## src/rtl/led_cmd_rx.sv

```systemverilog
// led_cmd_rx: UART (8N1) command receiver and decoder for the PWM LED fader.
// Frames are A5 <addr> <data> <addr^data>. Valid frames write one fader
// configuration register; bad frames raise a one-cycle frame_err.
// Optional acknowledge transmitter on uart_tx is enabled by LED_CMD_ACK_EN
// (0x06 after a commit, 0x15 after a rejected frame).
module led_cmd_rx #(
   parameter int CLK_FREQ     = 25_000_000,
   parameter int BAUD         = 115_200,
   parameter int TIMEOUT_BITS = 32
) (
   input  logic       clk,
   input  logic       rst_n,
   input  logic       uart_rx,
   output logic [7:0] led_mask,
   output logic [7:0] bright_max,
   output logic [7:0] fade_div,
   output logic [1:0] mode,
   output logic       cfg_update,
   output logic       frame_err,
   output logic       uart_tx
);

   localparam int CLKS_PER_BIT = CLK_FREQ / BAUD;
   localparam int HALF_BIT     = CLKS_PER_BIT / 2;
   localparam int BIT_W        = $clog2(CLKS_PER_BIT + 1);
   localparam int TO_LIMIT     = TIMEOUT_BITS * CLKS_PER_BIT;
   localparam int TO_W         = $clog2(TO_LIMIT + 1);

   localparam logic [1:0] R_IDLE  = 2'd0;
   localparam logic [1:0] R_START = 2'd1;
   localparam logic [1:0] R_DATA  = 2'd2;
   localparam logic [1:0] R_STOP  = 2'd3;

   localparam logic [1:0] P_HDR  = 2'd0;
   localparam logic [1:0] P_ADDR = 2'd1;
   localparam logic [1:0] P_DATA = 2'd2;
   localparam logic [1:0] P_CHK  = 2'd3;

   logic             rx_meta_r;
   logic             rx_sync_r;
   logic [1:0]       rx_state_r;
   logic [BIT_W-1:0] bit_cnt_r;
   logic [2:0]       bit_idx_r;
   logic [7:0]       shift_r;
   logic             byte_valid_r;
   logic             stop_err_r;

   logic [1:0]       p_state_r;
   logic [7:0]       addr_r;
   logic [7:0]       data_r;
   logic [TO_W-1:0]  gap_cnt_r;
   logic             pend_commit_r;
   logic             pend_reject_r;
   logic             frame_ok_s;

   // Two-flop synchroniser for the asynchronous serial input (idles high).
   always_ff @(posedge clk or negedge rst_n) begin
      if (!rst_n) begin
         rx_meta_r <= 1'b1;
         rx_sync_r <= 1'b1;
      end else begin
         rx_meta_r <= uart_rx;
         rx_sync_r <= rx_meta_r;
      end
   end

   // Receive FSM: start-bit qualification at half a bit, then mid-bit sampling.
   always_ff @(posedge clk or negedge rst_n) begin
      if (!rst_n) begin
         rx_state_r   <= R_IDLE;
         bit_cnt_r    <= '0;
         bit_idx_r    <= 3'd0;
         shift_r      <= 8'h00;
         byte_valid_r <= 1'b0;
         stop_err_r   <= 1'b0;
      end else begin
         byte_valid_r <= 1'b0;
         stop_err_r   <= 1'b0;
         case (rx_state_r)
            R_IDLE: begin
               bit_cnt_r <= '0;
               bit_idx_r <= 3'd0;
               if (!rx_sync_r) rx_state_r <= R_START;
            end
            R_START: begin
               if (bit_cnt_r == BIT_W'(HALF_BIT - 1)) begin
                  bit_cnt_r  <= '0;
                  // A line already back high here was a glitch, not a start bit.
                  rx_state_r <= rx_sync_r ? R_IDLE : R_DATA;
               end else begin
                  bit_cnt_r <= bit_cnt_r + BIT_W'(1);
               end
            end
            R_DATA: begin
               if (bit_cnt_r == BIT_W'(CLKS_PER_BIT - 1)) begin
                  bit_cnt_r <= '0;
                  shift_r   <= {rx_sync_r, shift_r[7:1]};
                  bit_idx_r <= bit_idx_r + 3'd1;
                  if (bit_idx_r == 3'd7) rx_state_r <= R_STOP;
               end else begin
                  bit_cnt_r <= bit_cnt_r + BIT_W'(1);
               end
            end
            R_STOP: begin
               if (bit_cnt_r == BIT_W'(CLKS_PER_BIT - 1)) begin
                  bit_cnt_r  <= '0;
                  rx_state_r <= R_IDLE;
                  if (rx_sync_r) byte_valid_r <= 1'b1;
                  else           stop_err_r   <= 1'b1;
               end else begin
                  bit_cnt_r <= bit_cnt_r + BIT_W'(1);
               end
            end
            default: rx_state_r <= R_IDLE;
         endcase
      end
   end

   // Frame acceptance: checksum matches, address exists, mode value legal.
   always_comb begin
      frame_ok_s = 1'b0;
      if ((shift_r == (addr_r ^ data_r)) && (addr_r <= 8'd3)) begin
         if ((addr_r == 8'd3) && (data_r > 8'd2)) frame_ok_s = 1'b0;
         else                                     frame_ok_s = 1'b1;
      end else begin
         frame_ok_s = 1'b0;
      end
   end

   // Parser FSM plus inter-byte timeout; the verdict is staged one cycle.
   always_ff @(posedge clk or negedge rst_n) begin
      if (!rst_n) begin
         p_state_r     <= P_HDR;
         addr_r        <= 8'h00;
         data_r        <= 8'h00;
         gap_cnt_r     <= '0;
         pend_commit_r <= 1'b0;
         pend_reject_r <= 1'b0;
      end else begin
         pend_commit_r <= 1'b0;
         pend_reject_r <= 1'b0;
         if (stop_err_r) begin
            p_state_r <= P_HDR;
            gap_cnt_r <= '0;
         end else if (byte_valid_r) begin
            gap_cnt_r <= '0;
            case (p_state_r)
               P_HDR:  if (shift_r == 8'hA5) p_state_r <= P_ADDR;
               P_ADDR: begin
                  addr_r    <= shift_r;
                  p_state_r <= P_DATA;
               end
               P_DATA: begin
                  data_r    <= shift_r;
                  p_state_r <= P_CHK;
               end
               P_CHK: begin
                  p_state_r <= P_HDR;
                  if (frame_ok_s) pend_commit_r <= 1'b1;
                  else            pend_reject_r <= 1'b1;
               end
               default: p_state_r <= P_HDR;
            endcase
         end else if ((p_state_r != P_HDR) && (rx_state_r == R_IDLE)) begin
            if (gap_cnt_r == TO_W'(TO_LIMIT - 1)) begin
               p_state_r <= P_HDR;
               gap_cnt_r <= '0;
            end else begin
               gap_cnt_r <= gap_cnt_r + TO_W'(1);
            end
         end else begin
            gap_cnt_r <= '0;
         end
      end
   end

   // Configuration registers and the cfg_update / frame_err pulses.
   always_ff @(posedge clk or negedge rst_n) begin
      if (!rst_n) begin
         led_mask   <= 8'h55;
         bright_max <= 8'hFF;
         fade_div   <= 8'd1;
         mode       <= 2'd0;
         cfg_update <= 1'b0;
         frame_err  <= 1'b0;
      end else begin
         cfg_update <= pend_commit_r;
         frame_err  <= pend_reject_r | stop_err_r;
         if (pend_commit_r) begin
            case (addr_r[1:0])
               2'd0:    led_mask   <= data_r;
               2'd1:    bright_max <= data_r;
               2'd2:    fade_div   <= (data_r == 8'd0) ? 8'd1 : data_r;
               2'd3:    mode       <= data_r[1:0];
               default: mode       <= mode;
            endcase
         end
      end
   end

`ifdef LED_CMD_ACK_EN
   logic             ack_rej_r;
   logic             tx_busy_r;
   logic [8:0]       tx_shift_r;
   logic [BIT_W-1:0] tx_cnt_r;
   logic [3:0]       tx_idx_r;

   // Marks rejected frames only; stop-bit errors are not acknowledged.
   always_ff @(posedge clk or negedge rst_n) begin
      if (!rst_n) ack_rej_r <= 1'b0;
      else        ack_rej_r <= pend_reject_r;
   end

   // Acknowledge transmitter; events arriving while busy are dropped.
   always_ff @(posedge clk or negedge rst_n) begin
      if (!rst_n) begin
         uart_tx    <= 1'b1;
         tx_busy_r  <= 1'b0;
         tx_shift_r <= 9'h1FF;
         tx_cnt_r   <= '0;
         tx_idx_r   <= 4'd0;
      end else if (!tx_busy_r) begin
         if (cfg_update || ack_rej_r) begin
            tx_busy_r  <= 1'b1;
            uart_tx    <= 1'b0;
            tx_shift_r <= {1'b1, (cfg_update ? 8'h06 : 8'h15)};
            tx_cnt_r   <= '0;
            tx_idx_r   <= 4'd0;
         end else begin
            uart_tx <= 1'b1;
         end
      end else if (tx_cnt_r == BIT_W'(CLKS_PER_BIT - 1)) begin
         tx_cnt_r <= '0;
         if (tx_idx_r == 4'd9) begin
            tx_busy_r <= 1'b0;
            uart_tx   <= 1'b1;
         end else begin
            uart_tx    <= tx_shift_r[0];
            tx_shift_r <= {1'b1, tx_shift_r[8:1]};
            tx_idx_r   <= tx_idx_r + 4'd1;
         end
      end else begin
         tx_cnt_r <= tx_cnt_r + BIT_W'(1);
      end
   end
`else
   assign uart_tx = 1'b1;
`endif

endmodule

```

## config.mk

```make
export PLATFORM = sky130hd
export DESIGN_NAME = led_cmd_rx
export DESIGN_NICKNAME = d
export VERILOG_FILES = /design/src/rtl/led_cmd_rx.sv
export SDC_FILE = /design/constraint.sdc
export NUM_CORES = 1
export LEC_CHECK = 0
export CORE_MARGIN = 2
export CORE_UTILIZATION = 53
export CTS_BUF_LIST = sky130_fd_sc_hd__clkbuf_8
export CTS_CLUSTER_SIZE = 28
export DETAILED_ROUTE_END_ITERATION = 12
export HOLD_SLACK_MARGIN = 0.06
export MAX_ROUTING_LAYER = met4
export PLACE_DENSITY_LB_ADDON = 0.08
export SLEW_MARGIN = 20
export SYNTH_ARGS = -nofsm -noshare
export SYNTH_HDL_FRONTEND = slang
export SYNTH_SLANG_ARGS = --single-unit
export TNS_END_PERCENT = 1
```

## constraint.sdc

```tcl
create_clock -name clk -period 2 [get_ports clk]
set_input_delay 0.4 -clock clk [delete_from_list [all_inputs] [get_ports clk]]
set_output_delay 0.4 -clock clk [all_outputs]
set_load 0.02 [all_outputs]
```

==> results.yml, run 1 <==
run_status:
  status: "finished clean"
global_route:
  grt_pass1_vias: 2471
  overflow: 0
  antenna_found_initial: 0
  grt_max_degree: 34
  grt_pass1_wl_mm: 12.0
  grt_usage_pct: 18.9
die:
  initial_core_util_pct: 54.3
  dieWidth_um: 89.7
  fp.dieH_um: 89.7
  dieArea_um2: 8050
  ioPinCount: 32
  fp-row-count: 31
  coreArea_um2: 7180
timing:
  hold_viol: 0
  tightest_slew_ns: 0.513
  fin_setup_tns_ns: 0
  rsz0062_at_grt: "no"
  timing.fmax_ghz: 0.525
  slew_headroom_pct: 65.7
  min_period_ns: 1.90
  setup_viol_count_final: 0
  finClkSkew_ns: 0.0154
  timing.final.crit_share_pct: 95.2
  finalMaxSlewViolations: 0
route:
  post_drt_wl_per_cell_um: 14.4
  first_iter_violations: 111
  vias: 2455
  dr.pass1.iters: 4
  drc: 0
  wl_mm: 6.82
  antenna_left: 0
  vias_per_cell: 5.18
synthesis:
  synthCells: 319
  synth_flop_cell: "dfrtp_1"
  synth_area_um2: 3890
  syn_nets: 332
  ys_ff_latch: 86
  synth_cell_types: 44
  synth-edff-count: 0
  yosysSeqAreaShare_pct: 55.7
  ys_warn_count: 0
  async_flop_share_pct: 100
  postSynthAreaPerCell_um2: 12.2
setup_path:
  worstPathCellList: "clkdlybuf4s50_1"
  critPathKind: "reg2out"
  arrival_ns: 1.50
  max_stage_delay_ns: 0.61
  path_delay_family: "buffers and inverters"
  path_max_fanout: 2
  cp.required_ns: 1.60
  start_kind: "register"
  rrSetupSlack_ns: 0.15
  endpoint_kind: "output pin"
  cp_slowest_cell: "clkdlybuf4s50_1"
  path_buf_inv: 1
clock_network:
  insertion_delay_ns: 0.36
  numCtsBuffers: 9
  cts-root-buf: "clkbuf_8"
  cts_sinks: 86
  cts_tree: "done"
  clkTransAtPathRegs_ns: 0.09
  htree_levels: 3
  clock_path_buffers: 2
cells_and_area:
  n_antenna_cell: 0
  drive_gt1_share_pct: 27.5
  synthToLayoutAreaGrowth_pct: 19.2
  layout.cells.non_filler: 474
  post-route-util_pct: 64.7
  seq_area_um2: 2170
  multiInputGateArea_um2: 1640
  finish.instance_area_um2: 4640
  fillers: 590
  layout.nets: 383
power:
  powerDensity_nw_per_um2: 635
  p_sw_mw: 0.690
  p_clk_share_pct: 39.2
  power.leakage_nw: 2.08
  vdd_drop_max_v: 0.000457
  switching_share_pct: 23.4
  p_int_mw: 2.26
  sequentialPowerShare_pct: 59.2
  combPwrFrac_pct: 1.6
placed_design:
  dp_cells: 455
  dpl_cell_area_um2: 4410
  dp_hpwl_mm: 4.76
  io_buffers: 30
  finalWeightedCongestion: 0.819
hold_path:
  hp-class: "reg2reg"
run:
  drv_cap: 0
power groups by stage:
stage | sequential, mW | combinational (mW) | clock (mW)
after floorplan | 1.78 | 0.00317 | 0
after global placement | 1.78 | 0.0487 | 0
after detailed placement | 1.78 | 0.0492 | 0
after CTS | 1.74 | 0.0509 | 1.19
after global routing | 1.75 | 0.0564 | 1.26
final | 1.74 | 0.0479 | 1.16
path summary, 6_finish.rpt:
path,startpoint,endpoint,cells after the start
worst max register to register,bit_cnt_r[1],shift_r[6],7
worst max-delay path,bright_max[5],bright_max[5],1
max in group asynchronous,rst_n,bright_max[6],3
min in group asynchronous,rst_n,gap_cnt_r[2],2
worst min-delay path,rx_meta_r,rx_sync_r,0
worst min register to register,rx_meta_r,rx_sync_r,0
area by class of cell:
class / count / area share [%]
clock buffer: 10 / 2.96
clock inverter: 6 / 1.13
inverter: 13 / 1.05
multi-input combinational: 212 / 35.2
sequential: 86 / 46.8
tap: 99 / 2.67
timing repair buffer: 48 / 10.2
synth_stat cells, types with 2 or more instances:
library cell	n	share of area, %
mux2i_1	2	0.51
nor2b_1	3	0.48
inv_1	13	1.3
ha_1	10	3.2
or4_4	2	0.58
nor4_1	7	1.1
nor3_1	5	0.64
mux2_2	46	13
or2_2	2	0.32
nand4_1	2	0.32
nor2_1	29	2.8
nand3b_1	3	0.58
xnor2_1	22	4.9
nand3_1	12	1.5
clkbuf_1	5	0.48
o21ai_0	12	1.5
a22oi_1	2	0.39
dfrtp_1	71	46
xor2_1	8	1.8
dfstp_2	15	10
nand2_1	24	2.3
or4bb_1	2	0.58
stage by stage:
| step | setup WS, ns | hold WS [ns] | power, mW |
|---|---|---|---|
| CTS | 0.0252 | 0.361 | 2.99 |
| global placement | 0.127 | 0.326 | 1.83 |
| detailed placement | 0.0387 | 0.332 | 1.83 |
| finish | 0.0964 | 0.359 | 2.95 |
| global route | 0.0292 | 0.362 | 3.07 |
| floorplan | 0.103 | 0.104 | 1.78 |
cells in the final DEF (no fill, tap or decap), types with 3 or more instances in the layout:
cell type,count
buf_12,3
buf_4,15
clkbuf_8,10
clkdlybuf4s50_1,29
dfrtp_1,71
dfstp_2,15
ha_1,10
inv_1,13
mux2_2,46
nand2_1,24
nand3_1,12
nand3b_1,3
nor2_1,29
nor2b_1,3
nor3_1,5
nor4_1,7
o21ai_0,12
xnor2_1,22
xor2_1,8
what timing repair did:
action,in CTS,in global routing
buffers inserted,0,2
endpoints found under the hold margin,20,0
setup endpoints to repair,0,8
gates resized for setup,0,1
hold buffers,1,0
cells by family after synthesis:
group	count (synthesis)	share of synthesized area (%)
AOI/OAI and AO/OA	25	4.72
xor gates and xnor gates	30	6.75
adders and majority gates	10	3.21
buffers and inverters	21	2.35
DFF	86	55.7
muxes	48	13.8
other	1	0.0963
and+or+nand+nor	98	13.3
state kept, by name (all words and copies together) (netlist names), 2 cells and up, named ones only:
name	count
p_state_r	2
bit_cnt_r	8
mode	2
shift_r	8
addr_r	8
led_mask	8
gap_cnt_r	13
fade_div	8
data_r	8
bit_idx_r	3
bright_max	8
layer usage:
metal | up-vias | global-route usage, % | wire [µm]
met5 | - | - | 0
met4 | 0 | 7.69 | 123
met3 | 10 | 2.77 | 128
met2 | 25 | 27.9 | 3210
met1 | 1207 | 26.6 | 3360
li1 | 1213 | - | -
No activity file was read; power rests on OpenSTA's default activity.
==> run 2, diff against run 1 <==
--- a/config.mk
+++ b/config.mk
@@ -5,6 +5,7 @@
 export SDC_FILE = /design/constraint.sdc
 export NUM_CORES = 1
 export LEC_CHECK = 0
+export ABC_AREA = 1
 export CORE_MARGIN = 2
 export CORE_UTILIZATION = 53
 export CTS_BUF_LIST = sky130_fd_sc_hd__clkbuf_8
==> run 2 against run 1 <==
Effect of this change: register-to-register slack gained 0.28 ns; worst hold slack hardly changed; clock power increased by 15%; sequential power about the same; critical endpoint is now bright_max[7]; utilization decreased by 1.2 points; global-route usage grew 1.8 points; critical path depth did not move; final cell count increased by 27%.
==> results.yml, run 2 <==
timing:
  timing.fmax_ghz: 0.525
  setup_viol_count_final: 0
  tightest_slew_ns: 0.524
  slew_headroom_pct: 65.0
  min_period_ns: 1.91
  finClkSkew_ns: 0.0106
  finalMaxSlewViolations: 0
  worst_slack_ns: 0.0948
  fin_setup_tns_ns: 0
  rsz0062_at_grt: "no"
  timing.final.crit_share_pct: 95.3
  hold_viol: 0
synthesis:
  synthCells: 463
  yosysSeqAreaShare_pct: 54.3
  yosysTopAreaCell: "dfrtp_1"
  synth_area_um2: 4000
  synth_top_area_share_pct: 44.5
  ys_warn_count: 0
  synth_most_common_cell: "nand2_1"
  synth-edff-count: 0
  postSynthAreaPerCell_um2: 8.63
  synth_flop_cell: "dfrtp_1"
  ys_ff_latch: 86
  synth_cell_types: 35
  async_flop_share_pct: 100
  synth_common_cells: "nand2_1, dfrtp_1, o21ai_0, inv_1, nor2_1"
  syn_nets: 476
  synthTopCellsByArea: "dfrtp_1, nand2_1, dfstp_2"
cells_and_area:
  largest_reg_flops: 13
  largest_register: "gap_cnt_r"
  mostFrequentLayoutCell: "nand2_1"
  synthToLayoutAreaGrowth_pct: 15.9
  layout.nets: 513
  drive_gt1_share_pct: 12.5
  final_cell_mix: "nand2_1, dfrtp_1, o21ai_0"
  n_antenna_cell: 0
  layout.cells.non_filler: 604
die:
  fp.dieH_um: 90.8
  fp-row-count: 31
  ioPinCount: 32
  dieWidth_um: 90.8
  dieArea_um2: 8250
  coreArea_um2: 7290
  initial_core_util_pct: 54.8
placed_design:
  io_buffers: 30
  finalWeightedCongestion: 0.829
  dp_slack_ns: 0.442
  dp_hpwl_mm: 5.45
  dp_cells: 587
setup_path:
  r2r-end: "gap_cnt_r[10]"
  arrival_ns: 1.51
  cp.depth: 1
  rrSetupSlack_ns: 0.43
  start_kind: "register"
  max_stage_delay_ns: 0.60
  cp_slowest_cell: "clkdlybuf4s50_1"
  path_max_fanout: 2
  worstPathCellList: "clkdlybuf4s50_1"
  path_buf_inv: 1
  critPathKind: "reg2out"
  endpoint_kind: "output pin"
  reg2reg_from: "gap_cnt_r[0]"
  path_delay_family: "buffers and inverters"
  r2r_cells: 8
  cp.required_ns: 1.60
clock_network:
  numCtsBuffers: 9
  cts.repair.resized: 0
  cts-root-buf: "clkbuf_8"
  clock_path_buffers: 2
  cts_tree: "done"
  cts_sinks: 86
  clkTransAtPathRegs_ns: 0.09
  htree_levels: 3
  insertion_delay_ns: 0.35
power:
  p_sw_mw: 0.664
  vdd_drop_max_v: 0.000407
  combPwrFrac_pct: 1.5
  p_int_mw: 2.46
  sequentialPowerShare_pct: 55.8
  switching_share_pct: 21.3
  power.leakage_nw: 1.96
  p_clk_share_pct: 42.7
  powerDensity_nw_per_um2: 674
global_route:
  antenna_found_initial: 0
  grt_pass1_wl_mm: 13.4
  grt_usage_pct: 20.6
  grt_max_degree: 39
  grt_pass1_vias: 2893
  overflow: 0
run:
  drv_cap: 0
route:
  vias: 3060
  drc: 0
  vias_per_cell: 5.07
  post_drt_wl_per_cell_um: 12.3
  first_iter_violations: 218
  wl_mm: 7.45
  antenna_left: 0
  dr.pass1.iters: 5
hold_path:
  hold_end: "rx_sync_r"
  hp-class: "reg2reg"
  holdCritStartpoint: "rx_meta_r"
  holdPathStages: 0
run_status:
  status: "finished clean"
[run 2: cell count changes after synthesis, moves of 20 or more]
cell and change:
mux2_2 -46, inv_1 +37, xnor2_1 -20, o21ai_0 +39, nand2_1 +101
[run 2: final cells by class]
type,count,area (µm²)
clock buffers,9,124
clock inverters,7,97.6
fillers,654,2660
inverters,55,206
multi-input cells,314,1570
flip-flops and latches,86,2170
well taps,99,124
repair buffers,34,343
[run 2: routing by layer]
| layer | vias to the layer above | part of all wire [%] | global-route usage (%) |
|---|---|---|---|
| met4 | 0 | 1.5 | 7.95 |
| met2 | 62 | 46 | 31.0 |
| li1 | 1563 | - | - |
| met5 | - | 0 | - |
| met1 | 1426 | 49 | 28.7 |
| met3 | 9 | 4.0 | 3.01 |
[run 2: power groups by stage]
stage	Sequential [mW]	Clock (mW)	Combinational (mW)
after floorplan	1.78	0	0.00465
after detailed placement	1.78	0	0.0486
after global routing	1.74	1.45	0.0554
final	1.74	1.33	0.0466
after global placement	1.78	0	0.0480
after CTS	1.74	1.37	0.0503
[run 2: cell families (layout without fill, tap and decap cells)]
kind of cell	Yosys count	count (layout)	synth area share, %
simple gates	223	223	24.5
flops	86	86	54.3
compound gates	77	77	10.8
buf+inv	63	105	6.48
fa+ha+maj	10	10	3.13
xor+xnor	3	3	0.658
other cells	1	1	0.0938
[run 2: worst max path at each step]
stage               endpoint          start
6_report       bright_max[7]  bright_max[7]
5_1_grt        bright_max[7]  bright_max[7]
4_1_cts        bright_max[7]  bright_max[7]
3_5_place_dp   gap_cnt_r[12]   gap_cnt_r[0]
3_3_place_gp     fade_div[0]    fade_div[0]
2_1_floorplan  gap_cnt_r[12]   gap_cnt_r[0]
[run 2: timing repair]
action,CTS,global route
setup buffers,0,0
hold endpoints to repair,19,0
hold buffers,1,0
[run 2: per-stage QoR]
stage	hold slack (ns)	cell area [µm²]	total power, mW	util (%)
4_1_cts	0.361	4630	3.16	63.5
2_1_floorplan	0.104	4000	1.78	-
5_1_grt	0.363	4630	3.24	63.5
3_3_place_gp	0.341	4400	1.82	60.3
3_5_place_dp	0.342	4400	1.83	60.3
6_report	0.359	4630	3.12	63.5
